<file path="src/rtl/ems_sdram_bridge.sv">
// Wishbone classic memory slave that forwards each access through an external EMS
// address translator to an SDRAM controller. Define ZET_SDRAM_TIMEOUT_EN for the REQ watchdog.
module ems_sdram_bridge #(
    parameter int unsigned TIMEOUT_CYCLES = 32'd255,
    parameter logic [15:0] ERR_DATA       = 16'hFFFF
) (
    input  logic        wb_clk,
    input  logic        wb_rst,
    input  logic [19:1] wb_adr_i,
    input  logic [15:0] wb_dat_i,
    input  logic [1:0]  wb_sel_i,
    input  logic        wb_cyc_i,
    input  logic        wb_stb_i,
    input  logic        wb_we_i,
    output logic [15:0] wb_dat_o,
    output logic        wb_ack_o,
    output logic [19:1] xlat_adr_o,
    input  logic [31:0] xlat_adr_i,
    output logic        sdram_req_o,
    output logic        sdram_we_o,
    output logic [31:0] sdram_adr_o,
    output logic [15:0] sdram_dat_o,
    output logic [1:0]  sdram_sel_o,
    input  logic        sdram_ack_i,
    input  logic [15:0] sdram_dat_i,
    output logic        err_o
);

    typedef enum logic [2:0] {
        ST_IDLE  = 3'd0,
        ST_XLAT  = 3'd1,
        ST_REQ   = 3'd2,
        ST_DONE  = 3'd3,
        ST_DRAIN = 3'd4
    } state_t;

    state_t      state_r;
    state_t      state_nxt_s;

    logic [18:0] adr_r;
    logic [15:0] dat_r;
    logic [1:0]  sel_r;
    logic        we_r;
    logic [31:0] sdram_adr_r;
    logic        req_r;
    logic        wb_ack_r;
    logic [15:0] wb_dat_r;

    logic        req_nxt_s;
    logic        wb_ack_nxt_s;
    logic [15:0] wb_dat_nxt_s;

    logic        start_s;
    logic        in_xfer_s;
    logic        ack_ok_s;
    logic        complete_s;
    logic        tmo_hit_s;

    // The ack-cycle guard keeps a held strobe from being taken as a second request.
    assign start_s    = (state_r == ST_IDLE) & wb_cyc_i & wb_stb_i & ~wb_ack_r;
    assign in_xfer_s  = (state_r == ST_REQ) | (state_r == ST_DRAIN);
    assign ack_ok_s   = in_xfer_s & req_r & sdram_ack_i;
    assign complete_s = (state_r == ST_REQ) & (state_nxt_s == ST_DONE);

`ifdef ZET_SDRAM_TIMEOUT_EN
    localparam int unsigned TW = (TIMEOUT_CYCLES > 32'd1) ? $clog2(TIMEOUT_CYCLES) : 1;

    logic [TW-1:0] tmo_r;
    logic          err_r;

    assign tmo_hit_s = (state_r == ST_REQ) & (tmo_r == TW'(TIMEOUT_CYCLES - 32'd1));
    assign err_o     = err_r;

    // REQ-cycle counter and sticky timeout flag
    always_ff @(posedge wb_clk) begin
        if (wb_rst) begin
            tmo_r <= {TW{1'b0}};
            err_r <= 1'b0;
        end else begin
            if (state_r != ST_REQ) begin
                tmo_r <= {TW{1'b0}};
            end else begin
                tmo_r <= tmo_r + TW'(1'b1);
            end
            if (complete_s && !ack_ok_s) begin
                err_r <= 1'b1;
            end else begin
                err_r <= err_r;
            end
        end
    end
`else
    logic unused_cfg_s;

    assign tmo_hit_s    = 1'b0;
    assign err_o        = 1'b0;
    assign unused_cfg_s = ^TIMEOUT_CYCLES;
`endif

    // State register
    always_ff @(posedge wb_clk) begin
        if (wb_rst) begin
            state_r <= ST_IDLE;
        end else begin
            state_r <= state_nxt_s;
        end
    end

    // Next-state logic; an SDRAM ack outranks an abandoned cycle, which outranks the watchdog
    always_comb begin
        state_nxt_s = state_r;
        case (state_r)
            ST_IDLE: begin
                if (start_s) begin
                    state_nxt_s = ST_XLAT;
                end else begin
                    state_nxt_s = ST_IDLE;
                end
            end
            ST_XLAT: begin
                if (!wb_cyc_i) begin
                    state_nxt_s = ST_DRAIN;
                end else begin
                    state_nxt_s = ST_REQ;
                end
            end
            ST_REQ: begin
                if (ack_ok_s) begin
                    state_nxt_s = wb_cyc_i ? ST_DONE : ST_IDLE;
                end else if (!wb_cyc_i) begin
                    state_nxt_s = ST_DRAIN;
                end else if (tmo_hit_s) begin
                    state_nxt_s = ST_DONE;
                end else begin
                    state_nxt_s = ST_REQ;
                end
            end
            ST_DONE: begin
                state_nxt_s = ST_IDLE;
            end
            ST_DRAIN: begin
                if (ack_ok_s) begin
                    state_nxt_s = ST_IDLE;
                end else begin
                    state_nxt_s = ST_DRAIN;
                end
            end
            default: begin
                state_nxt_s = ST_IDLE;
            end
        endcase
    end

    // Next values of the registered outputs
    always_comb begin
        req_nxt_s    = 1'b0;
        wb_ack_nxt_s = 1'b0;
        wb_dat_nxt_s = wb_dat_r;
        // req rises one cycle after REQ is entered, matching the translator pipeline
        if (in_xfer_s && ((state_nxt_s == ST_REQ) || (state_nxt_s == ST_DRAIN))) begin
            req_nxt_s = 1'b1;
        end else begin
            req_nxt_s = 1'b0;
        end
        if (state_r == ST_DONE) begin
            wb_ack_nxt_s = 1'b1;
        end else begin
            wb_ack_nxt_s = 1'b0;
        end
        if (complete_s && !we_r) begin
            if (ack_ok_s) begin
                wb_dat_nxt_s = sdram_dat_i;
            end else begin
                wb_dat_nxt_s = ERR_DATA;
            end
        end else begin
            wb_dat_nxt_s = wb_dat_r;
        end
    end

    // Holding registers and registered outputs
    always_ff @(posedge wb_clk) begin
        if (wb_rst) begin
            adr_r       <= 19'h0_0000;
            dat_r       <= 16'h0000;
            sel_r       <= 2'b00;
            we_r        <= 1'b0;
            sdram_adr_r <= 32'h0000_0000;
            req_r       <= 1'b0;
            wb_ack_r    <= 1'b0;
            wb_dat_r    <= 16'h0000;
        end else begin
            req_r    <= req_nxt_s;
            wb_ack_r <= wb_ack_nxt_s;
            wb_dat_r <= wb_dat_nxt_s;
            if (start_s) begin
                adr_r <= wb_adr_i;
                dat_r <= wb_dat_i;
                sel_r <= wb_sel_i;
                we_r  <= wb_we_i;
            end else begin
                adr_r <= adr_r;
                dat_r <= dat_r;
                sel_r <= sel_r;
                we_r  <= we_r;
            end
            if (state_r == ST_XLAT) begin
                sdram_adr_r <= xlat_adr_i;
            end else begin
                sdram_adr_r <= sdram_adr_r;
            end
        end
    end

    assign xlat_adr_o  = adr_r;
    assign sdram_adr_o = sdram_adr_r;
    assign sdram_dat_o = dat_r;
    assign sdram_sel_o = sel_r;
    assign sdram_we_o  = we_r;
    assign sdram_req_o = req_r;
    assign wb_ack_o    = wb_ack_r;
    assign wb_dat_o    = wb_dat_r;

endmodule

</file>
<file path="config.mk">
export PLATFORM = sky130hd
export DESIGN_NAME = ems_sdram_bridge
export DESIGN_NICKNAME = d
export VERILOG_FILES = /design/src/rtl/ems_sdram_bridge.sv
export SDC_FILE = /design/constraint.sdc
export NUM_CORES = 1
export LEC_CHECK = 0
export CAP_MARGIN = 25
export CELL_PAD_IN_SITES_DETAIL_PLACEMENT = 1
export CELL_PAD_IN_SITES_GLOBAL_PLACEMENT = 1
export CORE_ASPECT_RATIO = 0.5
export CORE_UTILIZATION = 32
export CTS_BUF_LIST = sky130_fd_sc_hd__clkbuf_8 sky130_fd_sc_hd__clkbuf_16
export DETAILED_ROUTE_END_ITERATION = 12
export PLACE_DENSITY_LB_ADDON = 0.1
export SLEW_MARGIN = 20
export SYNTH_ARGS = -nofsm -noshare
export SYNTH_HDL_FRONTEND = slang
export SYNTH_SLANG_ARGS = --single-unit
export TNS_END_PERCENT = 20
</file>
<file path="constraint.sdc">
create_clock -name wb_clk -period 3.9 [get_ports wb_clk]
set_input_delay 0.78 -clock wb_clk [delete_from_list [all_inputs] [get_ports wb_clk]]
set_output_delay 0.78 -clock wb_clk [all_outputs]
set_load 0.02 [all_outputs]
</file>
==> results of run 1 <==
## cells by family (layout without fill, tap and decap cells)
group / Yosys count / in the layout / share of synthesized area, %
flip-flops: 91 / 91 / 48.5
other: 1 / 1 / 0.0998
AND/OR/NAND/NOR: 185 / 185 / 27.4
multiplexers: 55 / 55 / 14.6
XOR/XNOR: 2 / 2 / 0.466
buffers and inverters: 30 / 198 / 4.03
AO/OA/AOI/OAI: 35 / 35 / 4.89
## report_power, final
group          switching (mW)  internal [mW]  total (mW)
logic                   0.136          0.190       0.326
clock network           0.351          0.573       0.925
registers              0.0209          0.964       0.985
## placed cells by master (no fill, tap or decap), types with 2 or more instances in the layout
cell type	count
a21oi_1	33
buf_4	5
bufinv_16	2
clkbuf_16	9
clkdlybuf4s50_1	177
clkinvlp_4	2
dfxtp_1	91
mux2i_1	55
nand2_1	66
nand2b_1	108
nor2_1	2
## state kept, by name, indices dropped and copies added (netlist names)
| name | count |
|---|---|
| sdram_adr_o | 32 |
| state_r | 3 |
| sdram_sel_o | 2 |
| sdram_req_o | 1 |
| wb_dat_o | 16 |
| sdram_we_o | 1 |
| sdram_dat_o | 16 |
| xlat_adr_o | 19 |
| wb_ack_o | 1 |
## worst register-to-register path: stages, from the launching register on
cell and delay [ns]:
dfxtp_1 0.40, or3b_4 0.47, nor4b_4 0.24, buf_4 0.37, mux2i_1 0.25
## layer usage
metal	global-route usage, %	vias to the layer above	wire length, µm
li1	-	1607	-
met1	19.2	1474	4300
met2	27.2	88	4670
met3	6.90	6	818
met4	2.94	0	39
met5	0	-	0
## path summary, 6_finish.rpt
kind                  startpoint              to  slack [ns]  cells after the start
setup reg to reg      state_r[2]   xlat_adr_o[4]        2.10                      4
setup / recovery        wb_cyc_i   xlat_adr_o[4]        1.58                      5
hold reg to reg   sdram_adr_o[5]  sdram_adr_o[5]        0.45                      2
hold / removal    sdram_adr_o[5]  sdram_adr_o[5]        0.45                      2
## area by class of cell
class,count,area (µm²),share of cell area (%)
Clock inverter,5,78.8,1.32
Tap cell,159,199,3.34
Timing Repair Buffer,183,1830,30.7
Clock buffer,10,239,4.01
Multi-Input combinational cell,278,1790,30.1
Sequential cell,91,1820,30.6
## per-stage QoR
stage / utilization, % / hold slack, ns / instance area (µm²)
2_1_floorplan: - / 0.526 / 3760
6_report: 53.1 / 0.454 / 5960
3_3_place_gp: 50.1 / 0.441 / 5620
4_1_cts: 53.1 / 0.456 / 5960
5_1_grt: 53.1 / 0.475 / 5960
3_5_place_dp: 50.3 / 0.447 / 5640
==> results.ini, run 1 <==
[status]
outcome = finished clean

[detailed_routing]
dr.first_iter.drc_count = 151
wirelength_mm = 9.84
viasPerCell = 4.37
ant_nets = 0
drt-pass1-iter-count = 4
dr_total_vias = 3175
route.detailed.drc = 0
routedWlPerCell_um = 13.5

[worst_setup_path]
path_buf_inv = 2
slowest_delay_ns = 0.50
cp-end-kind = flip-flop
worstPathRequired_ns = 4.15
worstSetupPathType = in -> reg
slowest_stage = clkdlybuf4s50_1
arrival_ns = 2.58
crit_chain = clkdlybuf4s50_1 -> or3b_4 -> nor4b_4 -> buf_4 -> mux2i_1
worstSetupStartpointType = primary input
cpLargestDelayFamily = buffers and inverters
worstPathMaxFanout = 20

[clocking]
cts_setup_buffers = 0
clockBufferDepth = 2
clk_pin_slew_ns = 0.07
cts_resized = 0
cts_hold_buf = 0
insertion_delay_ns = 0.33
numCtsBuffers = 9
htree_levels = 3
cts.sinks = 91
cts_root_buf = clkbuf_16
cts_tree = done

[placed_design]
dp.cells = 711
portBuffers = 178
dp_hpwl_mm = 6.95
pre_cts_ws_ns = 1.22
place.gp.congestion = 0.680

[floorplan]
initial_utilization_pct = 33.5
die_w_um = 155
ioPinCount = 180
dieArea_mm2 = 0.0122
coreArea_mm2 = 0.0112
rows = 27
fp.dieH_um = 78.6

[sta]
period_needed_ns = 2.32
finalHoldViolations = 0
fmax_mhz = 431
worst_slack_ns = 1.58
finClkSkew_ns = 0.00934
slew_headroom_pct = 52.6
drv_slew = 0
setup-violations-final = 0
fin_setup_tns_ns = 0
tightest_slew_ns = 0.711
rsz0062_at_grt = false
post-route-period-util_pct = 59.5

[grt]
antenna_found_initial = 0
grt_pass1_vias = 3124
grtUsageTotal_pct = 16.1
grt_pass1_wl_mm = 15.5
overflow = 0
grt_max_degree = 98

[pwr]
power_density_mw_per_mm2 = 375
ir_drop_mv = 0.212
power.leakage_nw = 2.09
p_total_mw = 2.24

[yosys]
ys_top_cells_by_count = nand2b_1, dfxtp_1, nand2_1, mux2i_1, a21oi_1
yosysMostFrequentCell = nand2b_1
ys.warnings.count = 0
synth_edf_count = 0
synth_area_mm2 = 0.00376
syn_area_per_cell_um2 = 9.42
synth-main-ff-cell = dfxtp_1
yosys_register_bits = 91
async_flop_share_pct = 0
synthDistinctLibCells = 24
synthTopCellsByArea = dfxtp_1, nand2b_1, mux2i_1, nand2_1, a21oi_1
yosysTopAreaCellShare_pct = 48.5
synth_area_leader_cell = dfxtp_1
synth-seq-area-share_pct = 48.5
syn-instance-count = 399
synth_fp_nets = 490

[hold_path]
worst_hold_path_type = reg -> reg

[finish]
drive_gt1_share_pct = 4.41
nets = 654
diodes = 0
instances_no_fill = 726
n_fill_cell = 1263
areaGrowthSynthToFinish_pct = 58.5

[job]
maxCapViolations = 0

Power figures use the tool's default switching activity.
==> run 2: changes to the inputs <==
Settings changed: CORE_UTILIZATION 32 to 26.
Clock period 3.9 ns to 2.1 ns, I/O delays scaled along.
==> results.ini, run 2 (same netlist as run 1, synthesis figures left out) <==
[grt]
grt_pass1_wl_mm = 16.1
overflow = 0
grt_max_degree = 68
grt_pass1_vias = 3120
antenna_found_initial = 0
grtUsageTotal_pct = 14.0

[floorplan]
rows = 30
die_w_um = 172
dieArea_mm2 = 0.0150
ioPinCount = 180
initial_utilization_pct = 27.2
coreArea_mm2 = 0.0138
fp.dieH_um = 87.0

[placed_design]
dp_hpwl_mm = 7.47
portBuffers = 178
dp.cells = 751
place.gp.congestion = 0.665

[detailed_routing]
ant_nets = 0
dr.first_iter.drc_count = 135
routedWlPerCell_um = 13.8
drt-pass1-iter-count = 4
dr_total_vias = 3234
viasPerCell = 4.22
route.detailed.drc = 0
wirelength_mm = 10.6

[finish]
largest_reg_flops = 32
n_fill_cell = 1593
areaGrowthSynthToFinish_pct = 61.5
instances_no_fill = 767
drive_gt1_share_pct = 5.39
layout_common_cells = clkdlybuf4s50_1, nand2b_1, dfxtp_1
diodes = 0
layout_commonest_cell = clkdlybuf4s50_1
nets = 661
final_util_pct = 43.9

[hold_path]
worst_hold_path_type = reg -> reg
hold_start = sdram_adr_o[4]
hold_end = sdram_adr_o[4]
hold-path-cell-count = 2

[pwr]
power.leakage_nw = 2.13
power_density_mw_per_mm2 = 684
ir_drop_mv = 0.323

[worst_setup_path]
worst-r2r-cell-count = 4
worstSetupPathType = in -> reg
slowest_delay_ns = 0.48
arrival_ns = 2.12
crit_chain = clkdlybuf4s50_1 -> or3b_4 -> nor4b_4 -> buf_4 -> mux2i_1
rr_endpoint = sdram_dat_o[3]
ff2ff_setup_slack_ns = 0.38
worstPathMaxFanout = 16
worstPathRequired_ns = 2.36
reg2reg_from = state_r[2]
cp-end-kind = flip-flop
slowest_stage = clkdlybuf4s50_1
worstSetupStartpointType = primary input

[sta]
finClkSkew_ns = 0.0124
fmax_mhz = 536
rsz0062_at_grt = false
setup-violations-final = 0
slew_headroom_pct = 50.9
period_needed_ns = 1.87
post-route-period-util_pct = 88.8
drv_slew = 0
finalHoldViolations = 0
tightest_slew_ns = 0.736
hold_ws_ns = 0.455

[clocking]
insertion_delay_ns = 0.34
cts_hold_buf = 0
cts_tree = done
cts_setup_buffers = 0
cts.sinks = 91
cts_resized = 0
numCtsBuffers = 9
clk_pin_slew_ns = 0.07
htree_levels = 3
cts_root_buf = clkbuf_16
clockBufferDepth = 2

[job]
maxCapViolations = 0

[status]
outcome = finished clean

run 2: changes by cell type in the layout (fill, tap and decap cells not counted), sizes merged:
cell    change
inv         +2
buf         +7
clkbuf      -1
run 2: final cells by class:
| cell class | count | area [µm²] | share of cell area (%) |
|---|---|---|---|
| tap | 192 | 240 | 3.96 |
| multi-input combinational | 278 | 1790 | 29.5 |
| clock inverter | 7 | 86.3 | 1.42 |
| timing repair buffer | 190 | 1910 | 31.4 |
| sequential | 91 | 1820 | 30.0 |
| clock buffer | 9 | 225 | 3.71 |
run 2: layer usage:
metal	vias up	global-route usage, %	part of all wire [%]	wire length, µm
met5	-	0	0	0
met4	0	3.38	0.47	50
met3	4	6.13	8.4	896
met2	88	23.1	45	4820
met1	1523	16.6	46	4840
li1	1619	-	-	-
run 2: worst max-delay path by stage:
stage | cells past startpoint | from | slack (ns) | to
2_1_floorplan | 5 | wb_cyc_i | 0.43 | sdram_dat_o[0]
3_3_place_gp | 5 | wb_cyc_i | -0.06 | sdram_dat_o[0]
3_5_place_dp | 5 | wb_cyc_i | -0.11 | sdram_dat_o[3]
4_1_cts | 5 | wb_cyc_i | 0.25 | sdram_dat_o[3]
5_1_grt | 5 | wb_cyc_i | 0.15 | sdram_dat_o[3]
6_report | 5 | wb_cyc_i | 0.23 | sdram_dat_o[3]
run 2: critical path, delay by kind of cell:
family / cells / cell delay, ns
buffers and inverters: 2 / 0.82
multiplexers: 1 / 0.23
AND/OR/NAND/NOR: 2 / 0.64
run 2: report_power, final:
part | switching, mW | internal, mW | total, mW | leakage [nW]
sequential | 0.0377 | 1.79 | 1.83 | 0.739
combinational | 0.261 | 0.366 | 0.627 | 1.24
clock | 0.666 | 1.03 | 1.70 | 0.155
total | 0.964 | 3.19 | 4.15 | 2.13
run 2: metrics by stage:
step	area [µm²]	setup TNS [ns]	setup slack (ns)	power, mW
global route	6070	0	0.148	4.35
detailed placement	5760	-3.20	-0.112	2.50
CTS	6070	0	0.247	4.25
floorplan	3760	0	0.432	2.15
global placement	5760	-1.60	-0.0622	2.50
finish	6070	0	0.234	4.15
